$ cat src/rtl/four_bit_divider_if.sv
// Handshake/operand bundle for four_bit_divider: the master drives start/A/B,
// and the divider slave returns Q/R and the status flags.
interface four_bit_divider_if;
  logic       start;
  logic [3:0] A;
  logic [3:0] B;
  logic [3:0] Q;
  logic [3:0] R;
  logic       busy;
  logic       done;
  logic       dz;

  modport master (output start, A, B, input Q, R, busy, done, dz);
  modport slave  (input start, A, B, output Q, R, busy, done, dz);
endinterface

$ cat src/rtl/four_bit_divider.sv
// 4-bit restoring divider: IDLE/RUN/DONE FSM, one quotient bit per cycle, MSB first.
// Optional macro DIV_ZERO_DETECT_EN: early divide-by-zero exit with dz flag.
module four_bit_divider (
  input logic              clk,
  input logic              reset,
  four_bit_divider_if.slave bus
);

  typedef enum logic [1:0] {IDLE, RUN, DONE} state_t;

  state_t     state, state_next;
  logic [3:0] dvd, dvs, rem, quo;
  logic [3:0] q_reg, r_reg;
  logic [1:0] cnt;
  logic       accept, div_zero;
  logic [4:0] shifted, diff;
  logic [3:0] quo_next, rem_next;

  assign accept = bus.start && (state != RUN);

`ifdef DIV_ZERO_DETECT_EN
  assign div_zero = (bus.B == '0);
`else
  assign div_zero = 1'b0;
`endif

  // 5-bit trial difference: sign bit clear means the divisor fit
  always_comb begin
    shifted  = {rem, dvd[3]};
    diff     = shifted - {1'b0, dvs};
    quo_next = {quo[2:0], ~diff[4]};
    rem_next = diff[4] ? shifted[3:0] : diff[3:0];
  end

  always_ff @(posedge clk) begin
    if (reset) state <= IDLE;
    else       state <= state_next;
  end

  always_comb begin
    state_next = state;
    case (state)
      IDLE, DONE: begin
        if (accept) state_next = div_zero ? DONE : RUN;
        else        state_next = IDLE;
      end
      RUN:     if (cnt == 2'd3) state_next = DONE;
      default: state_next = IDLE;
    endcase
  end

  always_ff @(posedge clk) begin
    if (reset) begin
      dvd   <= '0;
      dvs   <= '0;
      rem   <= '0;
      quo   <= '0;
      cnt   <= '0;
      q_reg <= '0;
      r_reg <= '0;
    end else if (accept) begin
      dvd <= bus.A;
      dvs <= bus.B;
      rem <= '0;
      quo <= '0;
      cnt <= '0;
      if (div_zero) begin
        q_reg <= '1;
        r_reg <= bus.A;
      end
    end else if (state == RUN) begin
      dvd <= {dvd[2:0], 1'b0};
      rem <= rem_next;
      quo <= quo_next;
      cnt <= cnt + 2'd1;
      if (cnt == 2'd3) begin
        q_reg <= quo_next;
        r_reg <= rem_next;
      end
    end
  end

`ifdef DIV_ZERO_DETECT_EN
  logic dz_reg;

  always_ff @(posedge clk) begin
    if (reset)
      dz_reg <= 1'b0;
    else if (accept && div_zero)
      dz_reg <= 1'b1;
    else if (state == RUN && cnt == 2'd3)
      dz_reg <= 1'b0;
  end

  assign bus.dz = dz_reg;
`else
  assign bus.dz = 1'b0;
`endif

  assign bus.Q    = q_reg;
  assign bus.R    = r_reg;
  assign bus.busy = (state == RUN);
  assign bus.done = (state == DONE);

endmodule

$ cat src/flat_wrapper.sv
// flat-port wrapper written by rule: the top's interface ports become plain ports
module four_bit_divider_flat 
  (clk, reset, bus_start, bus_A, bus_B, bus_Q, bus_R, bus_busy, bus_done, bus_dz);
  four_bit_divider_if bus_i ();
  input logic clk;
  input logic reset;
  input wire logic [$bits(bus_i.start)-1:0] bus_start;
  input wire logic [$bits(bus_i.A)-1:0] bus_A;
  input wire logic [$bits(bus_i.B)-1:0] bus_B;
  output wire logic [$bits(bus_i.Q)-1:0] bus_Q;
  output wire logic [$bits(bus_i.R)-1:0] bus_R;
  output wire logic [$bits(bus_i.busy)-1:0] bus_busy;
  output wire logic [$bits(bus_i.done)-1:0] bus_done;
  output wire logic [$bits(bus_i.dz)-1:0] bus_dz;
  assign bus_i.start = bus_start;
  assign bus_i.A = bus_A;
  assign bus_i.B = bus_B;
  assign bus_Q = bus_i.Q;
  assign bus_R = bus_i.R;
  assign bus_busy = bus_i.busy;
  assign bus_done = bus_i.done;
  assign bus_dz = bus_i.dz;
  four_bit_divider u_core (.clk(clk), .reset(reset), .bus(bus_i));
endmodule
$ cat config.mk
export PLATFORM = sky130hd
export DESIGN_NAME = four_bit_divider_flat
export DESIGN_NICKNAME = d
export VERILOG_FILES = /design/src/rtl/four_bit_divider_if.sv /design/src/rtl/four_bit_divider.sv /design/src/flat_wrapper.sv
export SDC_FILE = /design/constraint.sdc
export NUM_CORES = 1
export LEC_CHECK = 0
export ABC_AREA = 1
export CAP_MARGIN = 10
export CELL_PAD_IN_SITES_DETAIL_PLACEMENT = 0
export CELL_PAD_IN_SITES_GLOBAL_PLACEMENT = 1
export CORE_MARGIN = 1.5
export CORE_UTILIZATION = 40
export CTS_CLUSTER_DIAMETER = 80
export CTS_CLUSTER_SIZE = 40
export DETAILED_ROUTE_END_ITERATION = 10
export HOLD_SLACK_MARGIN = 0.03
export PLACE_DENSITY = 0.87
export SLEW_MARGIN = 30
export SYNTH_ARGS = -nofsm -noshare
export SYNTH_HDL_FRONTEND = slang
export SYNTH_SLANG_ARGS = --single-unit
$ cat constraint.sdc
create_clock -name clk -period 4.3 [get_ports clk]
set_clock_uncertainty 0.1 [all_clocks]
set_input_delay 0.645 -clock clk [delete_from_list [all_inputs] [get_ports clk]]
set_output_delay 0.645 -clock clk [all_outputs]
set_load 0.05 [all_outputs]
==> qor.log <==
INFO  synth          yosys.area_share.adder=6.221%
INFO  critical_path  crit_path_end_kind=primary output
INFO  pwr            power.clock.fraction=23.7%
INFO  hold_path      min_from=u_core.quo[0]
INFO  synth          synth-warning-count=0
INFO  synth          yosys-mux-area-fraction=0%
INFO  layout         flow.area_growth_from_synthesis=18.38%
INFO  timing         maxClockFrequency=368.8MHz
INFO  clocking       post_cts.repair.setup_buffers=0
INFO  routing        dr_total_vias=1136
INFO  critical_path  r2r.worst_path.cells=11
INFO  clocking       clock_tree_root_buffer_cell=sky130_fd_sc_hd__clkbuf_4
INFO  routing        detail_route.wl_per_cell=10.63um
INFO  placement      dpl-instance-area=1541um2
INFO  timing         finalHoldViolations=0
INFO  synth          synth_simple_gate_area_share=26.11%
INFO  synth          ys_async_sr_fraction=0%
INFO  pwr            share_comb_of_total_power=21.8%
INFO  critical_path  worstPathMaxFanout=14
INFO  grt            first_global_vias=994
INFO  die            die_w=60.61um
INFO  die            fp-row-count=20
INFO  layout         post-route-cell-area=1572um2
INFO  critical_path  cp_num_buf_inv=2
INFO  routing        drt-total-wl=2.594mm
INFO  die            boundaryPins=22
INFO  timing         rsz0062_at_grt=false
INFO  pwr            vdd_ir_drop_max=0.1130mV
INFO  placement      gp_congestion=0.7559
INFO  layout         fillCellCount=336
INFO  run            max_cap_violations=0
INFO  clocking       cts.hold.buffers_added=0
INFO  clocking       cts_tree=built
INFO  clocking       cts.htree.levels=1
INFO  synth          syn-num-nets=198
INFO  clocking       clk_pin_slew_worst_paths=0.15ns
INFO  synth          synth_seq_cells=27
INFO  critical_path  timing.critical_path.slowest_cell_delay=0.88ns
INFO  layout         fin_nets=218
INFO  synth          synth_sequential_area_ratio=40.72%
INFO  routing        routed_via_density=4.656
INFO  clocking       maximum_buffer_depth_of_the_clock_tree=2
INFO  routing        final_antenna_net_count=0
INFO  synth          combinational_family_with_the_most_area_after_synthesis=simple AND/OR/NAND/NOR gates
INFO  synth          synth-edff-count=0
INFO  critical_path  critPathKind=flip-flop to primary output
INFO  synth          avgSynthCellArea=7.334um2
INFO  routing        drt-pass1-iter-count=4
INFO  die            die_area=3674um2
INFO  placement      post-dp-hpwl=1.922mm
INFO  layout         layout.cells.most_common=sky130_fd_sc_hd__nand2_1
INFO  synth          synth_cell_types=24
INFO  clocking       cts_buffers=3
INFO  pwr            switching_share=31.21%
INFO  critical_path  worst_r2r_setup_slack=2.32ns
INFO  critical_path  startpoint_type_of_the_worst_setup_path=flip-flop
INFO  pwr            leakagePower=0.7224nW
INFO  clocking       tritoncts_num_sinks=27
INFO  grt            global_route.usage.total=15.98%
INFO  routing        drt_first_iter_violations=63
INFO  critical_path  crit-reg2reg-capture=u_core.rem[3]
INFO  grt            grt_antenna_before_repair=0
INFO  layout         num_antenna_cells=0
INFO  synth          total_standard_cell_area_after_synthesis=1328um2
INFO  layout         fraction_of_layout_instances_using_a_drive_strength_above_1=7.000%
INFO  timing         timing_worst_slew_pin_value=0.4985ns
INFO  run_status     outcome=finished, final reports clean
INFO  timing         fin_crit=2.711ns
INFO  synth          syn-instance-count=181
INFO  clocking       worst_skew_pair.late_latency=0.34ns
INFO  layout         most-common-layout-cells=37 x sky130_fd_sc_hd__nand2_1, 31 x sky130_fd_sc_hd__inv_1, 27 x sky130_fd_sc_hd__dfxtp_1, 20 x sky130_fd_sc_hd__nand3_1, 20 x sky130_fd_sc_hd__clkdlybuf4s50_1
INFO  grt            grt_first_pass_wirelength=4.374mm
INFO  critical_path  timing.critical_path.arrival=1.97ns
INFO  timing         hold-worst-slack=0.3833ns
INFO  pwr            power.sequential.fraction=54.5%
INFO  die            fp.dieH=60.61um
INFO  timing         final-setup-viol-count=0
INFO  placement      port_buffers=20
INFO  grt            pin_count_of_the_biggest_net_entering_global_routing=18
INFO  hold_path      hold_depth=2
INFO  hold_path      min-delay-path-class=flip-flop to flip-flop
INFO  pwr            internal_power=0.3366mW
INFO  synth          yosys.area_share.xor_xnor=1.320%
INFO  pwr            total_switching_power=0.1527mW
INFO  pwr            power.density=311.3nW/um2
INFO  timing         report.final.slew_viol_count=0
INFO  critical_path  r2r_start=u_core.dvd[3]
INFO  timing         layout_worst_path_cycle_share=63.05%
INFO  hold_path      hold-path-endpoint=u_core.quo[1]
INFO  critical_path  critical-path-top-delay-family=buffers and inverters
INFO  die            core_area=3103um2
INFO  synth          synth-compound-area-share=11.88%
INFO  grt            grt_remaining_overflow=0
INFO  clocking       number_of_resized_instances_in_the_post_cts_repair_step=0
INFO  synth          synth-main-ff-cell=sky130_fd_sc_hd__dfxtp_1
INFO  critical_path  worstPathRequired=3.56ns
INFO  critical_path  crit_path_cell_trace=inv_2 -> nor2_4 -> clkdlybuf4s50_1
INFO  routing        drc_errors=0
INFO  timing         worst_relative_slew_slack=66.66%
INFO  timing         tns_setup=0ns
INFO  critical_path  slowest_stage=sky130_fd_sc_hd__clkdlybuf4s50_1
INFO  die            floorplan.initialDensity=42.78%
-- cells by family (layout without fill, tap and decap cells) --
| group | Yosys count | after routing |
|---|---|---|
| buffers and inverters | 41 | 60 |
| flip-flops | 27 | 27 |
| AND/OR/NAND/NOR | 76 | 76 |
| XOR/XNOR | 2 | 2 |
| other | 1 | 1 |
| AO/OA/AOI/OAI | 28 | 28 |
| adder cells (fa/ha/maj) | 6 | 6 |
-- final cells by class --
class	count	area [um2]	area share, %
Clock buffer	3	22.52	1.433
Clock inverter	1	7.507	0.4777
Inverter	36	137.6	8.758
Multi-Input combinational cell	113	608.1	38.69
Sequential cell	27	540.5	34.39
Tap cell	44	55.05	3.503
Timing Repair Buffer	20	200.2	12.74
-- metal layers --
| metal | track usage [%] | part of all wire (%) | vias up |
|---|---|---|---|
| li1 | - | - | 606 |
| met1 | 22.79 | 50 | 500 |
| met2 | 24.12 | 44 | 25 |
| met3 | 2.559 | 3.9 | 5 |
| met4 | 6.522 | 1.7 | 0 |
| met5 | 0 | 0 | - |
-- worst register-to-register path: stages (launching register included) --
cell and delay, ns:
sky130_fd_sc_hd__dfxtp_1 0.37, sky130_fd_sc_hd__inv_1 0.06, sky130_fd_sc_hd__ha_1 0.21, sky130_fd_sc_hd__fa_1 0.40
sky130_fd_sc_hd__inv_1 0.09, sky130_fd_sc_hd__nand3_1 0.07, sky130_fd_sc_hd__nand3_1 0.17, sky130_fd_sc_hd__nand2_2 0.14
sky130_fd_sc_hd__nand2_1 0.11, sky130_fd_sc_hd__nand3_1 0.07, sky130_fd_sc_hd__nand2_1 0.09, sky130_fd_sc_hd__inv_1 0.04
-- power groups by stage --
stage	logic [mW]	clock network [mW]	registers, mW
after detailed placement	0.107	0	0.272
after CTS	0.108	0.118	0.267
after floorplan	0.0828	0	0.271
after global routing	0.123	0.131	0.268
final	0.107	0.116	0.267
after global placement	0.106	0	0.272
-- cells in the mapped netlist (2+ instances only) --
master / count / area [um2]
sky130_fd_sc_hd__nand2_1: 37 / 138.9
sky130_fd_sc_hd__inv_1: 31 / 116.4
sky130_fd_sc_hd__dfxtp_1: 27 / 540.5
sky130_fd_sc_hd__nand3_1: 20 / 100.1
sky130_fd_sc_hd__a21oi_1: 13 / 65.06
sky130_fd_sc_hd__nor2_1: 12 / 45.04
sky130_fd_sc_hd__o21ai_0: 7 / 35.03
sky130_fd_sc_hd__ha_1: 5 / 62.56
sky130_fd_sc_hd__o21a_1: 4 / 30.03
sky130_fd_sc_hd__inv_2: 3 / 11.26
sky130_fd_sc_hd__nor2_4: 3 / 33.78
sky130_fd_sc_hd__buf_4: 2 / 15.01
sky130_fd_sc_hd__buf_6: 2 / 22.52
sky130_fd_sc_hd__nand2_2: 2 / 12.51
sky130_fd_sc_hd__o21ai_1: 2 / 10.01
sky130_fd_sc_hd__o221ai_1: 2 / 17.52
sky130_fd_sc_hd__xnor2_1: 2 / 17.52
-- state kept, by name, summed over array words and instances, names as in the netlist --
name / flops
u_core.bus.Q: 4
u_core.bus.R: 4
u_core.cnt: 2
u_core.dvd: 4
u_core.dvs: 4
u_core.quo: 3
u_core.rem: 4
u_core.state: 2
-- through the flow --
stage | util [%] | setup slack [ns] | instances | power (mW)
after floorplan | - | 2.512 | 181 | 0.3533
after global placement | 49.68 | 1.988 | 240 | 0.3775
after detailed placement | 49.68 | 1.966 | 240 | 0.3793
after CTS | 50.65 | 1.575 | 244 | 0.4920
after global routing | 50.65 | 1.477 | 244 | 0.5215
final | 50.65 | 1.589 | 244 | 0.4893
-- worst max path at each step --
stage / start / to / slack [ns] / cells past startpoint
3_3_place_gp: u_core.state[0] / bus_busy / 1.99 / 3
3_5_place_dp: u_core.state[0] / bus_busy / 1.97 / 3
4_1_cts: u_core.state[0] / bus_busy / 1.57 / 3
5_1_grt: u_core.state[0] / bus_busy / 1.48 / 3
2_1_floorplan: u_core.state[1] / bus_done / 2.51 / 2
6_report: u_core.state[0] / bus_busy / 1.59 / 3
Note: power is estimated with default switching activity, not from simulation.
